### config.mk
export PLATFORM = sky130hd
export DESIGN_NAME = fetch_pc_sequencer
export DESIGN_NICKNAME = d
export VERILOG_FILES = /design/src/rtl/fetch_pkg.sv /design/src/rtl/fetch_pc_sequencer_pc_plus4.sv /design/src/rtl/fetch_pc_sequencer.sv
export SDC_FILE = /design/constraint.sdc
export NUM_CORES = 1
export LEC_CHECK = 0
export CAP_MARGIN = 15
export CELL_PAD_IN_SITES_DETAIL_PLACEMENT = 1
export CELL_PAD_IN_SITES_GLOBAL_PLACEMENT = 2
export CORE_AREA = 10 10 167 169
export CTS_CLUSTER_DIAMETER = 30
export DETAILED_ROUTE_END_ITERATION = 10
export DIE_AREA = 0 0 177 179
export GPL_ROUTABILITY_DRIVEN = 0
export PLACE_DENSITY_LB_ADDON = 0.1
export RECOVER_POWER = 25
export SLEW_MARGIN = 20
export SYNTH_ARGS = -nofsm -noshare
export SYNTH_HDL_FRONTEND = slang
export SYNTH_HIERARCHICAL = 1
export SYNTH_SLANG_ARGS = --single-unit
### constraint.sdc
create_clock -name clk -period 5.4 [get_ports clk]
set_clock_uncertainty 0.2 [all_clocks]
set_input_delay 0.81 -clock clk [delete_from_list [all_inputs] [get_ports clk]]
set_output_delay 0.81 -clock clk [all_outputs]
set_load 0.01 [all_outputs]
### src/rtl/fetch_pkg.sv
// Shared types and constants for the instruction fetch unit.
// State encoding, NOP filler and default boot address.
package fetch_pkg;

  typedef enum logic [2:0] {
    S_IDLE,
    S_REQ,
    S_WAIT,
    S_DRAIN,
    S_HALTED
  } fetch_state_e;

  localparam logic [31:0] NOP_INSTR_C = 32'h0000_0013;
  localparam logic [31:0] BOOT_ADDR_C = 32'h0000_0000;

endpackage

### src/rtl/fetch_pc_sequencer_pc_plus4.sv
// IF-stage PC+4 incrementer.
// Wraps modulo 2^XLEN with no carry out.
module PC_Plus4 #(
  parameter int XLEN = 32
) (
  input  logic [XLEN-1:0] pc,
  output logic [XLEN-1:0] pc_plus4
);

  assign pc_plus4 = pc + XLEN'(4);

endmodule

### src/rtl/fetch_pc_sequencer.sv
// Fetch PC owner: single-outstanding imem sequencer feeding
// one decode slot, with redirect/trap steering and kill.
module fetch_pc_sequencer
  import fetch_pkg::*;
#(
  parameter int              XLEN      = 32,
  parameter logic [XLEN-1:0] BOOT_ADDR = BOOT_ADDR_C,
  parameter logic [31:0]     NOP_INSTR = NOP_INSTR_C
) (
  input  logic            clk,
  input  logic            reset,
  output logic            IMemReq,
  output logic [XLEN-1:0] IMemAddr,
  input  logic            IMemGnt,
  input  logic            IMemRValid,
  input  logic [31:0]     IMemRData,
  output logic            InstrValidD,
  output logic [31:0]     InstrD,
  output logic [XLEN-1:0] PCD,
  output logic [XLEN-1:0] PCPlus4D,
  input  logic            StallF,
  input  logic            Redirect,
  input  logic [XLEN-1:0] RedirectTarget,
  input  logic            Trap,
  input  logic [XLEN-1:0] TrapVector,
  input  logic            Halt,
  output logic            Halted
);

  localparam logic [XLEN-1:0] ALIGN = {{(XLEN-2){1'b1}}, 2'b00};

  fetch_state_e    state, state_n, req_or_halt;
  logic [XLEN-1:0] pc, pc_plus4, tgt;
  logic            kill, flush, rsp, consume;

  PC_Plus4 #(.XLEN(XLEN)) u_pc_plus4 (
    .pc       (pc),
    .pc_plus4 (pc_plus4)
  );

  assign flush    = Trap | Redirect;
  assign tgt      = (Trap ? TrapVector : RedirectTarget) & ALIGN;
  assign rsp      = (state == S_WAIT) & IMemRValid;
  assign consume  = (state == S_DRAIN) & ~StallF;
  assign IMemAddr = pc;

  // Halt is sampled whenever a fresh request would start.
  assign req_or_halt = Halt ? S_HALTED : S_REQ;

  always_ff @(posedge clk or posedge reset) begin
    if (reset) state <= S_IDLE;
    else       state <= state_n;
  end

  always_comb begin
    state_n = state;
    unique case (state)
      S_IDLE:   state_n = flush ? S_REQ : req_or_halt;
      S_REQ:    if (IMemGnt) state_n = S_WAIT;
      S_WAIT: begin
        if (flush) begin
          if (IMemRValid) state_n = S_REQ;
        end else if (IMemRValid) begin
          state_n = kill ? req_or_halt : S_DRAIN;
        end
      end
      S_DRAIN: begin
        if (flush)        state_n = S_REQ;
        else if (!StallF) state_n = req_or_halt;
      end
      S_HALTED: if (flush) state_n = S_REQ;
      default:  state_n = S_IDLE;
    endcase
  end

  always_comb begin
    IMemReq = (state == S_REQ);
    Halted  = (state == S_HALTED);
  end

  always_ff @(posedge clk or posedge reset) begin
    if (reset) begin
      pc          <= BOOT_ADDR;
      kill        <= 1'b0;
      InstrValidD <= 1'b0;
      InstrD      <= NOP_INSTR;
      PCD         <= '0;
      PCPlus4D    <= '0;
    end else if (flush) begin
      pc          <= tgt;
      InstrValidD <= 1'b0;
      InstrD      <= NOP_INSTR;
      // A request already granted must have its response dropped.
      if (((state == S_REQ) && IMemGnt) ||
          ((state == S_WAIT) && !IMemRValid))
        kill <= 1'b1;
      else if (rsp)
        kill <= 1'b0;
    end else if (rsp) begin
      if (kill) begin
        kill <= 1'b0;
      end else begin
        InstrD      <= IMemRData;
        PCD         <= pc;
        PCPlus4D    <= pc_plus4;
        InstrValidD <= 1'b1;
        pc          <= pc_plus4;
      end
    end else if (consume) begin
      InstrValidD <= 1'b0;
      InstrD      <= NOP_INSTR;
    end
  end

endmodule

==> reports/metrics.cfg, run 1 <==
[routing]
wl_per_cell_um=21.1
routed_wl_mm=24.9
ant_nets=0
met2_length_mm=12.4
wl_met3_mm=1.73
first_iter_violations=273
drc=0
vias=5579
highest_layer=met5
first_pass_iters=4
m1WireLength_mm=10.6
vias_per_cell=4.74

[synthesis]
ys_ff_latch=133
yosysTopAreaCell=dfrtp_1
synthArstFlopShare_pct=100
synthesis.nets=721
syn_avg_cell_area_sq_um=11.0
yosysMostFrequentCell=dfrtp_1
synthesis.area_sq_um=6760
ys_top_cells_by_count=130 x dfrtp_1, 74 x nand2_1, 60 x mux2_4
synthTopCellsByArea=dfrtp_1 48%, mux2_4 13%, nand2_1 4.1%
yosysWarnings=6
yosys.cell_types.count=49
synth_cells=616
synth_edf_count=0
synthFlopType=dfrtp_1
seq_area_frac_synth_pct=49.3
synth.top_cell.area_share_pct=48.1

[setup_path]
slowest_delay_ns=0.78
cp-end-kind=flop
crit_required_ns=5.50
cp_max_fo=36
cpMaxStageDelayCell=nor2_8
worst-setup-path-type=in -> reg
startpoint_type=input port
worstPathCellList=clkdlybuf4s50_1 -> and4bb_4 -> nand2_4 -> nor2_8 -> buf_12 -> mux2_4
worstPathArrival_ns=3.46

[cts]
cts_resized=0
clk_pin_slew_worst_paths_ns=0.06
hold_buffers=0
h-tree-depth=4
postCtsSetupBuffers=0
clock_sink_count=133
clockBufferDepth=2
cts_buffers=17
ctsRootBufferMaster=clkbuf_16
clk_latency_ns=0.41
cts_tree=yes

[finish]
drive_above_1_share_pct=14.9
layoutNonFillerInstCount=1178
fin_nets=936
area_growth_pct=46.9
postLayoutCoreUtil_pct=40.1

[floorplanning]
start_util_pct=27.3
coreArea_sq_um=24700
ios=235
dieArea_sq_um=31700
die_h_um=179
die_w_um=177
rows=58

[status]
violations=capacitance limit, slew limit
run_status=finished with violations

[timing]
finalWorstPathRequiredPeriod_ns=3.37
setup-tns-final_ns=0
slew_violations=30
rsz0062_at_grt=false
worst_slack_ns=2.03
setup_viol=0
max_freq_mhz=297
fin_crit_sh_pct=62.3
relSlewSlack_pct=-2.12
hold_violations=0
worst_pin_slew_ns=1.52

[global_routing]
grt_pass1_vias=6237
grt_start_max_net_pins=102
grt_pass1_wl_mm=38.5
globalRouteTotalUtil_pct=15.6
grt_overflow=0
antenna_found_initial=5

[hold_path]
hp-class=reg -> reg

[pwr]
finalPower_uw=3800
ir_worst_vdd_mv=0.148
leakage_uw=0.00403
powerDensity_nw_per_um2=383

[run]
maxCapViolations=1

[placement]
dp.cells=1140
place_ws_ns=1.56
hpwl_mm=17.4
io_buffer_count=230

## per-layer routing
metal	vias to the layer above	GRT usage, %
met4	2	3.89
met2	141	25.9
met3	12	5.50
li1	2598	-
met1	2826	19.0
met5	-	0
## cell usage in the layout, fill, tap and decap left out, types with 6 or more instances in the layout
cell             instances
buf_4                    6
dfrtp_1                130
nand2_1                 74
clkbuf_16               17
xnor2_1                 21
a211oi_1                30
nor3_1                   7
nand4_1                  9
nor2b_1                 32
xor2_1                   7
nand3_1                 38
o31ai_1                 30
clkdlybuf4s50_1        227
mux2_4                  60
nor2_1                  46
a21oi_1                 35
## worst max-delay path: cells and delay by family
family | cells | cell delay [ns]
buffers and inverters | 2 | 0.91
multiplexers | 1 | 0.33
AND/OR/NAND/NOR | 3 | 1.38
## state kept, by name (all words and copies together) (netlist names)
| name | count |
|---|---|
| IMemAddr | 32 |
| InstrD | 32 |
| InstrValidD | 1 |
| PCD | 32 |
| PCPlus4D | 32 |
| kill | 1 |
| state | 3 |
## power by group
group	total, uW	leakage [uW]	switching [uW]	internal [uW]
clock	1200	0.000283	489	711
combinational	1200	0.00198	475	724
sequential	1400	0.00176	197	1210
## final cells by class
type	instances	area [sq um]
sequential	133	3330
clock inverter	13	148
antenna	4	10.0
timing repair buffer	240	2420
tap	330	413
multi-input combinational	434	3130
clock buffer	19	453
inverter	5	20.0
fill	2718	14800
## final timing paths
path	startpoint	end	slack, ns	cells past startpoint
worst max-delay path	IMemRValid	PCPlus4D[12]$_DFFE_PP0P_	2.03	6
worst min-delay path	PCD[2]$_DFFE_PP0P_	PCD[2]$_DFFE_PP0P_	0.31	1
worst max register to register	state[2]$_DFFE_PP0P_	PCPlus4D[12]$_DFFE_PP0P_	2.34	5
worst min register to register	PCD[2]$_DFFE_PP0P_	PCD[2]$_DFFE_PP0P_	0.31	1
max in group asynchronous	reset	IMemAddr[17]$_DFFE_PP0P_	2.56	4
min in group asynchronous	reset	PCPlus4D[29]$_DFFE_PP0P_	1.01	2
## kinds of logic (layout without fill, tap and decap cells)
kind of cell	count (synthesis)	in the layout	synth area share [%]
multiplexers	65	65	14.2
other	0	4	0
buffers and inverters	49	277	4.74
adder cells (fa/ha/maj)	1	1	0.185
AND/OR/NAND/NOR	230	230	17.3
AO/OA/AOI/OAI	110	110	10.7
flip-flops	133	133	49.3
XOR/XNOR	28	28	3.63
## metrics by stage
| stage | cell area, sq um | hold WS [ns] |
|---|---|---|
| 2_1_floorplan | 6760 | 0.351 |
| 3_3_place_gp | 9260 | 0.294 |
| 3_5_place_dp | 9270 | 0.294 |
| 4_1_cts | 9870 | 0.311 |
| 5_1_grt | 9930 | 0.319 |
| 6_report | 9930 | 0.310 |
(Power assumes the default switching activity.)
==> inputs of run 2 (changes only) <==
==> constraint.sdc (replaced) <==
create_clock -name clk -period 3.25 [get_ports clk]
set_clock_uncertainty 0.2 [all_clocks]
set_input_delay 0.4875 -clock clk [delete_from_list [all_inputs] [get_ports clk]]
set_output_delay 0.4875 -clock clk [all_outputs]
set_load 0.01 [all_outputs]
==> run 2 against run 1 <==
The run still ends with capacitance limit, slew limit left. Global-route usage about the same. Cell count unchanged. Worst hold slack got worse by 0.00076 ns. Clock power rose by 89%. Wire length grew 1.0%. Utilization up 0.36 points. Count of clock-buffer cells in the layout stayed put. Via count grew 0.39%. Die area did not move. Worst setup slack got worse by 1.5 ns. Critical path type is now in -> async. Critical endpoint is now PCD[1]$_DFFE_PP0P_. Highest routed layer unchanged.
==> reports/metrics.cfg, run 2 (same netlist as run 1, synthesis figures left out) <==
[status]
run_status=finished with violations
violations=capacitance limit, slew limit

[cts]
clock_sink_count=133  ; unchanged
h-tree-depth=4  ; unchanged
postCtsSetupBuffers=0  ; unchanged
cts_buffers=17  ; unchanged
cts_tree=yes
clk_latency_ns=0.42  ; about the same
clk_pin_slew_worst_paths_ns=0.06  ; about the same
hold_buffers=0  ; unchanged
clockBufferDepth=2  ; unchanged
ctsRootBufferMaster=clkbuf_16
cts_resized=0  ; unchanged

[routing]
ant_nets=0  ; unchanged
wl_per_cell_um=21.3  ; +1.0%
vias=5601  ; +0.39%
highest_layer=met5
wl_met3_mm=1.57  ; -9.0%
first_pass_iters=4  ; unchanged
vias_per_cell=4.75  ; +0.39%
drc=0  ; unchanged
met2_length_mm=12.1  ; -2.2%
first_iter_violations=206  ; -25%
routed_wl_mm=25.1  ; +1.0%
m1WireLength_mm=11.2  ; +6.1%

[timing]
fin_crit_sh_pct=83.1
hold_violations=0  ; unchanged
rsz0062_at_grt=false
finalWorstPathRequiredPeriod_ns=2.70
worst_pin_slew_ns=1.97  ; +0.444 ns
setup-tns-final_ns=0  ; unchanged
relSlewSlack_pct=-31.2  ; -29 points
slew_violations=134  ; +350%
fin_worst_hold_slack_ns=0.309  ; -0.000764 ns
max_freq_mhz=370
setup_viol=0  ; unchanged

[global_routing]
antenna_found_initial=2  ; -3
grt_pass1_wl_mm=38.2  ; -0.86%
grt_pass1_vias=6267  ; +0.48%
grt_start_max_net_pins=134  ; +31%
grt_overflow=0  ; unchanged
globalRouteTotalUtil_pct=15.7  ; +0.034 points

[setup_path]
startpoint_type=input port
worstPathArrival_ns=2.64  ; -0.82 ns
cp_max_fo=133  ; +270%
worstReg2RegStart=IMemAddr[2]$_DFFE_PP0P_
worstPathCellList=dlygate4sd3_1 -> clkinvlp_4 -> clkbuf_4
crit_required_ns=3.19  ; -2.31 ns
worst-setup-path-type=in -> async
startpoint=reset
path_delay_family=buffers and inverters
slowest_delay_ns=1.44  ; +0.66 ns
cpMaxStageDelayCell=clkbuf_4
critPathBufInv=3  ; +1
cp-end-kind=async pin

[floorplanning]
die_h_um=179  ; unchanged
coreArea_sq_um=24700  ; unchanged
die_w_um=177  ; unchanged
ios=235  ; unchanged
rows=58  ; unchanged
dieArea_sq_um=31700  ; unchanged
start_util_pct=27.3  ; unchanged

[finish]
postLayoutCoreUtil_pct=40.5  ; +0.36 points
layoutNonFillerInstCount=1178  ; unchanged
area_growth_pct=48.3
drive_above_1_share_pct=15.3  ; +0.40 points
layout_common_cells=227 x clkdlybuf4s50_1, 130 x dfrtp_1, 74 x nand2_1
antenna_cells=0  ; -4
nFillCells=2694  ; -0.88%
fin_nets=941  ; +0.53%
final_common_cell=clkdlybuf4s50_1

[placement]
dp.cells=1147  ; +0.61%
hpwl_mm=17.3  ; -0.29%
io_buffer_count=230  ; unchanged

[pwr]
ir_worst_vdd_mv=0.254  ; +72%
finalPower_uw=6600  ; +73%
powerDensity_nw_per_um2=658  ; +72%
leakage_uw=0.00408  ; +1.4%

[run]
maxCapViolations=1  ; unchanged

[hold_path]
hp-class=reg -> reg
hp-start=PCD[31]$_DFFE_PP0P_

## run 2: cell count changes in the layout (fill, tap and decap cells not counted), sizes merged
cell      delta
buf          +4
bufinv       +4
clkbuf       +1
clkinvlp     -2
diode        -4
inv          -3
## run 2: through the flow
| stage | cell area [sq um] | setup slack [ns] |
|---|---|---|
| 4_1_cts | 10000 | 0.501 |
| 2_1_floorplan | 6760 | 0.914 |
| 6_report | 10000 | 0.549 |
| 5_1_grt | 10000 | 0.179 |
| 3_3_place_gp | 9350 | 0.577 |
| 3_5_place_dp | 9350 | 0.512 |
## run 2: layer usage
layer / global-route usage [%] / vias to the layer above
met5: 0 / -
met4: 4.24 / 2
met3: 5.14 / 19
met2: 25.7 / 136
met1: 19.4 / 2836
li1: - / 2608
## run 2: worst paths after layout
check                      slack (ns)                        to  depth (start not counted)
min in group asynchronous        1.11  PCPlus4D[29]$_DFFE_PP0P_                          3
setup reg to reg                 0.55  IMemAddr[28]$_DFFE_PP0P_                          8
max in group clk                 0.55  IMemAddr[28]$_DFFE_PP0P_                          8
hold / removal                   0.31       PCD[31]$_DFFE_PP0P_                          1
setup / recovery                 0.55        PCD[1]$_DFFE_PP0P_                          3
hold reg to reg                  0.31       PCD[31]$_DFFE_PP0P_                          1
## run 2: worst reg2reg max path: stages (launching register included)
cell      delay (ns)
dfrtp_1         0.48
ha_1            0.25
nand3_1         0.19
nor4_4          0.54
nand4_1         0.23
xnor2_1         0.23
nor2b_1         0.16
a211oi_1        0.06
o31ai_1         0.27
## run 2: final cells by class
class                   count  area (sq um)  area share, %
repair buffers            245          2440           24.4
well taps                 330           413           4.12
flip-flops and latches    133          3330           33.3
inverters                   5          22.5          0.225
clock buffers              19           453           4.52
multi-input cells         434          3130           31.3
clock inverters            12           226           2.26
## run 2: where the power goes
group          switching [uW]  internal, uW  total, uW
logic                     791          1200       1990
registers                 327          2010       2340
clock network             788          1480       2270
==> inputs of run 3 (changes only) <==
--- a/config.mk
+++ b/config.mk
@@ -8,10 +8,10 @@
 export CAP_MARGIN = 15
 export CELL_PAD_IN_SITES_DETAIL_PLACEMENT = 1
 export CELL_PAD_IN_SITES_GLOBAL_PLACEMENT = 2
-export CORE_AREA = 10 10 167 169
+export CORE_AREA = 10 10 176 178
 export CTS_CLUSTER_DIAMETER = 30
 export DETAILED_ROUTE_END_ITERATION = 10
-export DIE_AREA = 0 0 177 179
+export DIE_AREA = 0 0 186 188
 export GPL_ROUTABILITY_DRIVEN = 0
 export PLACE_DENSITY_LB_ADDON = 0.1
 export RECOVER_POWER = 25
==> constraint.sdc (replaced) <==
create_clock -name clk -period 2.4 [get_ports clk]
set_clock_uncertainty 0.2 [all_clocks]
set_input_delay 0.36 -clock clk [delete_from_list [all_inputs] [get_ports clk]]
set_output_delay 0.36 -clock clk [all_outputs]
set_load 0.01 [all_outputs]
==> run 3 against run 2 <==
The flow now finishes without violations. Cell count grew 5.8%. Power grew 35%. Sequential share of layout area shrank 1.5 points. Clock power grew 28%. Flip-flop and latch count is the same. Wire length grew 2.5%. Combinational power grew 48%. Worst hold slack lost 0.039 ns. Non-clock buffer count grew 48. First-iteration DRC count grew 47%. Largest power group unchanged.
==> reports/metrics.cfg, run 3 (same netlist as run 1, synthesis figures left out) <==
[cts]
ctsRootBufferMaster=clkbuf_16
clock_sink_count=133  ; unchanged
cts_tree=yes
h-tree-depth=4  ; unchanged
cts_buffers=17  ; unchanged
clockBufferDepth=2  ; unchanged
clk_latency_ns=0.43  ; about the same
clk_pin_slew_worst_paths_ns=0.07  ; about the same

[finish]
fin_nets=989  ; +5.1%
layout_common_cells=226 x clkdlybuf4s50_1, 127 x dfrtp_1, 74 x nand2_1
layoutNonFillerInstCount=1246  ; +5.8%
register_area_sq_um=3340  ; +0.11%
final_common_cell=clkdlybuf4s50_1
multi_input_comb_area_sq_um=3220  ; +2.7%
drive_above_1_share_pct=20.9  ; +5.5 points
nFillCells=3033  ; +13%
postLayoutCoreUtil_pct=38.3  ; -2.2 points
area_growth_pct=55.6

[setup_path]
cp_max_fo=6  ; -95%
slowest_delay_ns=0.59  ; -0.85 ns
critPathBufInv=1  ; -2
cp-end-kind=output pin
crit_required_ns=1.84  ; -1.35 ns
worst-setup-path-type=reg -> out
path_delay_family=buffers and inverters
startpoint_type=flop
worstPathCellList=nor3b_2 -> clkdlybuf4s50_1
worstReg2RegStart=IMemAddr[2]$_DFFE_PP0P_
cpMaxStageDelayCell=clkdlybuf4s50_1
worstPathArrival_ns=1.74  ; -0.90 ns
startpoint=state[2]$_DFFE_PP0P_

[timing]
slew_violations=0  ; -100%
fin_worst_hold_slack_ns=0.270  ; -0.0388 ns
worst_pin_slew_ns=1.05  ; -0.922 ns
fin_crit_sh_pct=95.7
setup_viol=0  ; unchanged
hold_violations=0  ; unchanged
setup-tns-final_ns=0  ; unchanged
relSlewSlack_pct=29.9  ; +61 points
max_freq_mhz=436
rsz0062_at_grt=true
finalWorstPathRequiredPeriod_ns=2.30

[routing]
ant_nets=0  ; unchanged
vias_per_cell=4.66  ; -2.0%
routed_wl_mm=25.8  ; +2.5%
vias=5805  ; +3.6%
first_pass_iters=4  ; unchanged
drc=0  ; unchanged
first_iter_violations=303  ; +47%
wl_per_cell_um=20.7  ; -3.0%

[floorplanning]
die_h_um=188  ; +5.0%
die_w_um=186  ; +5.1%
ios=235  ; unchanged
rows=61  ; +5.2%
coreArea_sq_um=27500  ; +11%
dieArea_sq_um=35000  ; +10%
start_util_pct=24.6  ; -2.7 points

[pwr]
powerDensity_nw_per_um2=850  ; +29%
leakage_uw=0.00435  ; +6.4%
ir_worst_vdd_mv=0.309  ; +22%
finalPower_uw=8930  ; +35%

[hold_path]
hp-start=IMemRData[29]
hp-class=in -> reg

[placement]
io_buffer_count=230  ; unchanged
hpwl_mm=18.7  ; +7.8%
dp.cells=1202  ; +4.8%

[global_routing]
grtUsageMet3_pct=5.90  ; +0.76 points
grt_start_max_net_pins=36  ; -73%
grtUsageMet1_pct=17.1  ; -2.3 points
use_met2_pct=25.1  ; -0.57 points
grt_pass1_vias=6494  ; +3.6%
globalRouteTotalUtil_pct=14.8  ; -0.83 points
antenna_found_initial=5  ; +3
grt_overflow=0  ; unchanged
grt_pass1_wl_mm=40.0  ; +4.8%
busiest_layer=met2

[status]
run_status=completed

[run]
maxCapViolations=0  ; -1

run 3: cell types whose count changed in the layout (fill, tap and decap cells not counted), moves of 4 or more:
cell,before,now
buf_4,11,45
xnor2_2,0,4
xnor2_1,21,17
diode_2,0,4
clkbuf_1,0,5
inv_6,0,5
clkbuf_2,0,4
buf_12,3,10
run 3: worst register-to-register path: stages, from the launching register on:
cell	delay [ns]
dfrtp_1	0.39
nand4_1	0.24
or2_2	0.42
nor3_1	0.26
xor2_1	0.21
nor2b_1	0.16
a211oi_1	0.06
o31ai_1	0.26
run 3: path summary, 6_finish.rpt:
kind	slack (ns)	cells after the start	to
min in group asynchronous	0.38	2	InstrD[6]$_DFFE_PP0P_
hold / removal	0.27	3	InstrD[29]$_DFFE_PP0P_
setup / recovery	0.10	2	Halted
max in group asynchronous	0.40	3	IMemAddr[5]$_DFFE_PP0P_
setup reg to reg	0.11	7	IMemAddr[15]$_DFFE_PP0P_
hold reg to reg	0.31	1	PCPlus4D[27]$_DFFE_PP0P_
run 3: per-stage QoR:
stage | instance area (sq um) | worst slack (ns)
after floorplan | 6760 | 0.179
after global placement | 9790 | 0.0390
after detailed placement | 9790 | -0.00593
after CTS | 10500 | 0.0157
after global routing | 10500 | -0.0352
final | 10500 | 0.104
run 3: routing by layer:
| metal | wire (um) | part of all wire, % |
|---|---|---|
| met1 | 10700 | 42 |
| met2 | 12800 | 50 |
| met3 | 2080 | 8.1 |
| met4 | 214 | 0.83 |
| met5 | 13 | 0.050 |
run 3: repair_timing:
item,in CTS,in global routing
hold buffers,0,0
gates resized for setup,11,7
setup endpoints to repair,4,10
gates cloned,0,0
buffers inserted,3,6
endpoints found under the hold margin,0,0
pin swaps,3,10
run 3: area by class of cell:
| cell class | instances | area share, % |
|---|---|---|
| clock inverters | 12 | 1.83 |
| diodes | 4 | 0.0952 |
| clock buffers | 19 | 4.21 |
| flip-flops and latches | 133 | 31.7 |
| inverters | 5 | 0.190 |
| repair buffers | 293 | 27.2 |
| well taps | 346 | 4.12 |
| multi-input cells | 434 | 30.6 |
run 3: power by group:
group          internal, uW  total, uW  switching, uW
Sequential             2720       3090            364
Clock                  1790       2900           1110
Combinational          1750       2940           1190
Total                  6260       8930           2670
==> RTL change 1 (config.mk and constraints of run 3) <==
`XLEN` is set to 32 in 2 places; all go to 16.
--- a/src/rtl/fetch_pc_sequencer_pc_plus4.sv
+++ b/src/rtl/fetch_pc_sequencer_pc_plus4.sv
@@ -3,3 +3,3 @@
 module PC_Plus4 #(
-  parameter int XLEN = 32
+  parameter int XLEN = 16
 ) (
--- a/src/rtl/fetch_pc_sequencer.sv
+++ b/src/rtl/fetch_pc_sequencer.sv
@@ -5,3 +5,3 @@
 #(
-  parameter int              XLEN      = 32,
+  parameter int              XLEN      = 16,
   parameter logic [XLEN-1:0] BOOT_ADDR = BOOT_ADDR_C,
Ports: changed (5 resized); port bits go from 235 to 155. No check against the original RTL was run, so the function may have changed too.
==> RTL change 1 against run 3 <==
Register-to-register slack gained 0.20 ns; setup slack improved by 0.071 ns; power fell by 45%; global-route usage is 6.0 points lower; area after synthesis fell by 38%; routed wire length shrank 40%; design area fell by 38%; sequential cell count down 48; critical path type unchanged; highest routed layer is now met4.
==> RTL change 1: results (changes against run 3) <==
sta:
  fin_hold_ws_ns: 0.288  # +0.0176 ns
  slew_headroom: 0.113  # -0.185
detailed_routing:
  viasPerCell: 3.77  # -19%
  finalWirelength_mm: 15.5  # -40%
  first_iter_violations: 57  # -81%
  vias: 3291  # -43%
grt:
  antenna_found_initial: 0  # -5
  grt_max_degree: 86  # +140%
  grt_util_met1: 0.107  # -0.0633
  globalRouteMet3Util: 0.0429  # -0.0160
  grt_first_pass_wirelength_mm: 23.5  # -41%
  grt_usage: 0.0881  # -0.0603
clocking:
  cts_buffers: 9  # -8
  post_cts_resized: 1  # -10
  post_cts_buffers: 0  # -3
  h-tree-depth: 3  # -1
  clock_latency_ns: 0.34  # -0.09 ns
placed_design:
  dp_hpwl_mm: 11.4  # -39%
  dp.cells: 859  # -29%
  post_dp_cell_area_um2: 6200  # -37%
logic_synthesis:
  synth.area.top_cells: "dfrtp_1 49%, mux2i_1 11%, mux2_2 10%"
  postSynthCellCount: 366  # -41%
  ys_seq_area_frac: 0.509  # +0.0157
layout:
  antenna_cells: 0  # -4
  fillers: 3076  # +1.4%
  fin_nets: 597  # -40%
  drive_above_1_share: 0.171  # -0.0379
critical_path:
  worst_r2r_path_depth: 6  # -1
  r2r_start: "IMemAddr[4]"
  crit_path_start: "state[0]"
  rrSetupSlack_ns: 0.31  # +0.20 ns
run_status:
  status: "finished clean"
min_path:
  hold_path_depth: 1  # -2
pwr:
  intPower_w: 0.00347  # -45%
==> RTL change 1: cell types whose count changed after synthesis, moves of 24 or more <==
| cell | change |
|---|---|
| dfrtp_1 | -48 |
| mux2i_1 | +44 |
| nand3_1 | -35 |
| inv_1 | +27 |
| o31ai_1 | -30 |
| a21oi_1 | -33 |
| nor2b_1 | -29 |
| nand2_1 | -24 |
| mux2_2 | +34 |
| nor2_1 | -36 |
| a211oi_1 | -29 |
| mux2_4 | -60 |
==> RTL change 1: power by group through the flow <==
| stage | Sequential [W] | Clock [W] | Combinational (W) |
|---|---|---|---|
| finish | 0.00190 | 0.00151 | 0.00153 |
| global route | 0.00195 | 0.00164 | 0.00168 |
| CTS | 0.00191 | 0.00160 | 0.00158 |
| detailed placement | 0.00193 | 0 | 0.00157 |
| global placement | 0.00192 | 0 | 0.00158 |
| floorplan | 0.00198 | 0 | 0.000629 |
==> RTL change 1: cell families after synthesis <==
group,synth area share
AO/OA/AOI/OAI,0.0430
XOR/XNOR,0.0251
adder cells (fa/ha/maj),0.00299
buffers and inverters,0.0663
flip-flops,0.509
multiplexers,0.240
AND/OR/NAND/NOR,0.114
==> RTL change 1: per-layer routing <==
layer / vias up / routed length [µm]
li1: 1541 / -
met1: 1640 / 6970
met2: 105 / 6960
met3: 5 / 1470
met4: 0 / 116
met5: - / 0
==> RTL change 1: final cells by class <==
type / count / area [µm²] / share of cell area
inverter: 32 / 124 / 0.0190
multi-input combinational: 227 / 1790 / 0.275
clock inverter: 5 / 77.6 / 0.0119
tap: 346 / 433 / 0.0666
clock buffer: 9 / 225 / 0.0346
timing repair buffer: 169 / 1720 / 0.265
sequential: 85 / 2130 / 0.328
==> RTL change 2 (settings of run 3) <==
Made on the original files. The 5 states of `fetch_state_e` get a one-hot encoding in 5 bits.
--- a/src/rtl/fetch_pkg.sv
+++ b/src/rtl/fetch_pkg.sv
@@ -4,8 +4,8 @@
 
-  typedef enum logic [2:0] {
-    S_IDLE,
-    S_REQ,
-    S_WAIT,
-    S_DRAIN,
-    S_HALTED
+  typedef enum logic [4:0] {
+    S_IDLE   = 5'b00001,
+    S_REQ    = 5'b00010,
+    S_WAIT   = 5'b00100,
+    S_DRAIN  = 5'b01000,
+    S_HALTED = 5'b10000
   } fetch_state_e;
Check against the original RTL: same outputs for any inputs over 4 cycles, from zero or initial values and one cycle with reset high; so few cycles prove little.
==> RTL change 2 against run 3 <==
Routed wire length fell by 0.41%; design area fell by 4.8%; setup slack got worse by 0.051 ns; die area did not move; critical path depth rose by 8; synthesized cell count rose by 11%; sequential cell count rose by 2; area after synthesis fell by 6.1%; critical path type is now reg -> reg; largest cell class unchanged.
Power is not compared: it rests on default switching activity, and its combinational part moved more than twofold at a synthesized area within 25%.
==> RTL change 2: results (changes against run 3) <==
critical_path:
  crit_path_start: "IMemAddr[3]"
  cpPeakStageDelay_ns: 0.42  # -0.17 ns
  slowest_stage: "dfrtp_1"
  critPathArrivalTime_ns: 2.43  # +0.69 ns
  cpLargestDelayFamily: "simple AND/OR/NAND/NOR gates"
  worst_r2r_path_depth: 10  # +3
logic_synthesis:
  syn_nets: 789  # +9.4%
  synth_common_cells: "239 x nand2_1, 131 x dfrtp_1, 44 x nor2_1"
  synth_mux_area_frac: 0.0507  # -0.0909
  ys_seq_area_frac: 0.533  # +0.0402
  synth_compound_area_frac: 0.105  # -0.00171
  synth.distinct_cells: 44  # -10%
clocking:
  post_cts_resized: 6  # -5
  post_cts_buffers: 0  # -3
  hold_buffers: 1  # +1
min_path:
  hold_path_depth: 5  # +2
  hold-path-endpoint: "state[1]"
grt:
  grt_util_met1: 0.179  # +0.00851
  globalRouteMet3Util: 0.0530  # -0.00599
  antenna_found_initial: 3  # -2
layout:
  syn2layout_area_growth_pct: 57.7
  fillers: 3115  # +2.7%
run_status:
  status: "finished clean"
placed_design:
  dp_hpwl_mm: 18.8  # +0.54%
detailed_routing:
  first_iter_violations: 244  # -19%
RTL change 2: cell types whose count changed after synthesis, moves of 4 or more:
cell,run 3,this run
nand2_1,74,239
mux2_4,60,0
nor2b_1,32,0
mux2i_1,0,31
a211oi_1,30,0
o31ai_1,30,0
a22o_1,0,29
o21ai_0,5,34
nand3_1,38,15
buf_12,6,0
buf_6,1,7
a21oi_1,36,31
mux2_2,5,1
RTL change 2: metrics by stage:
stage	area, µm²	TNS, ns	std cells	hold slack, ns	setup WS [ns]
after global placement	9290	0	1263	0.259	0.0213
after floorplan	6350	0	684	0.271	0.164
after CTS	9880	0	1296	0.231	0.00362
final	10000	0	1307	0.262	0.0532
after detailed placement	9290	0	1263	0.265	0.0174
after global routing	10000	-0.565	1304	0.293	-0.0869
RTL change 2: logic make-up (layout without fill, tap and decap cells):
family	Yosys count	count (layout)
flip-flops	135	135
adder cells (fa/ha/maj)	1	1
other	0	3
buffers and inverters	47	321
AND/OR/NAND/NOR	334	334
AO/OA/AOI/OAI	105	105
XOR/XNOR	30	30
multiplexers	32	32
RTL change 2: report_power, final:
part	switching [W]	internal, W
combinational	0.000704	0.000758
sequential	0.000179	0.00247
clock	0.00124	0.00139
total	0.00212	0.00461
RTL change 2: final cells by class:
cell class              count  area [µm²]  share of cell area
flip-flops and latches    135        3390               0.338
repair buffers            285        2810               0.281
multi-input cells         502        2780               0.277
well taps                 346         433              0.0432
clock buffers              17         425              0.0425
clock inverters            15         153              0.0152
inverters                   4        16.3             0.00163
diodes                      3        7.51            0.000750
RTL change 2: metal layers:
layer	vias to the layer above	part of all wire
met1	2944	0.43
met3	20	0.074
met4	0	0.013
li1	2808	-
met2	141	0.48
met5	-	0
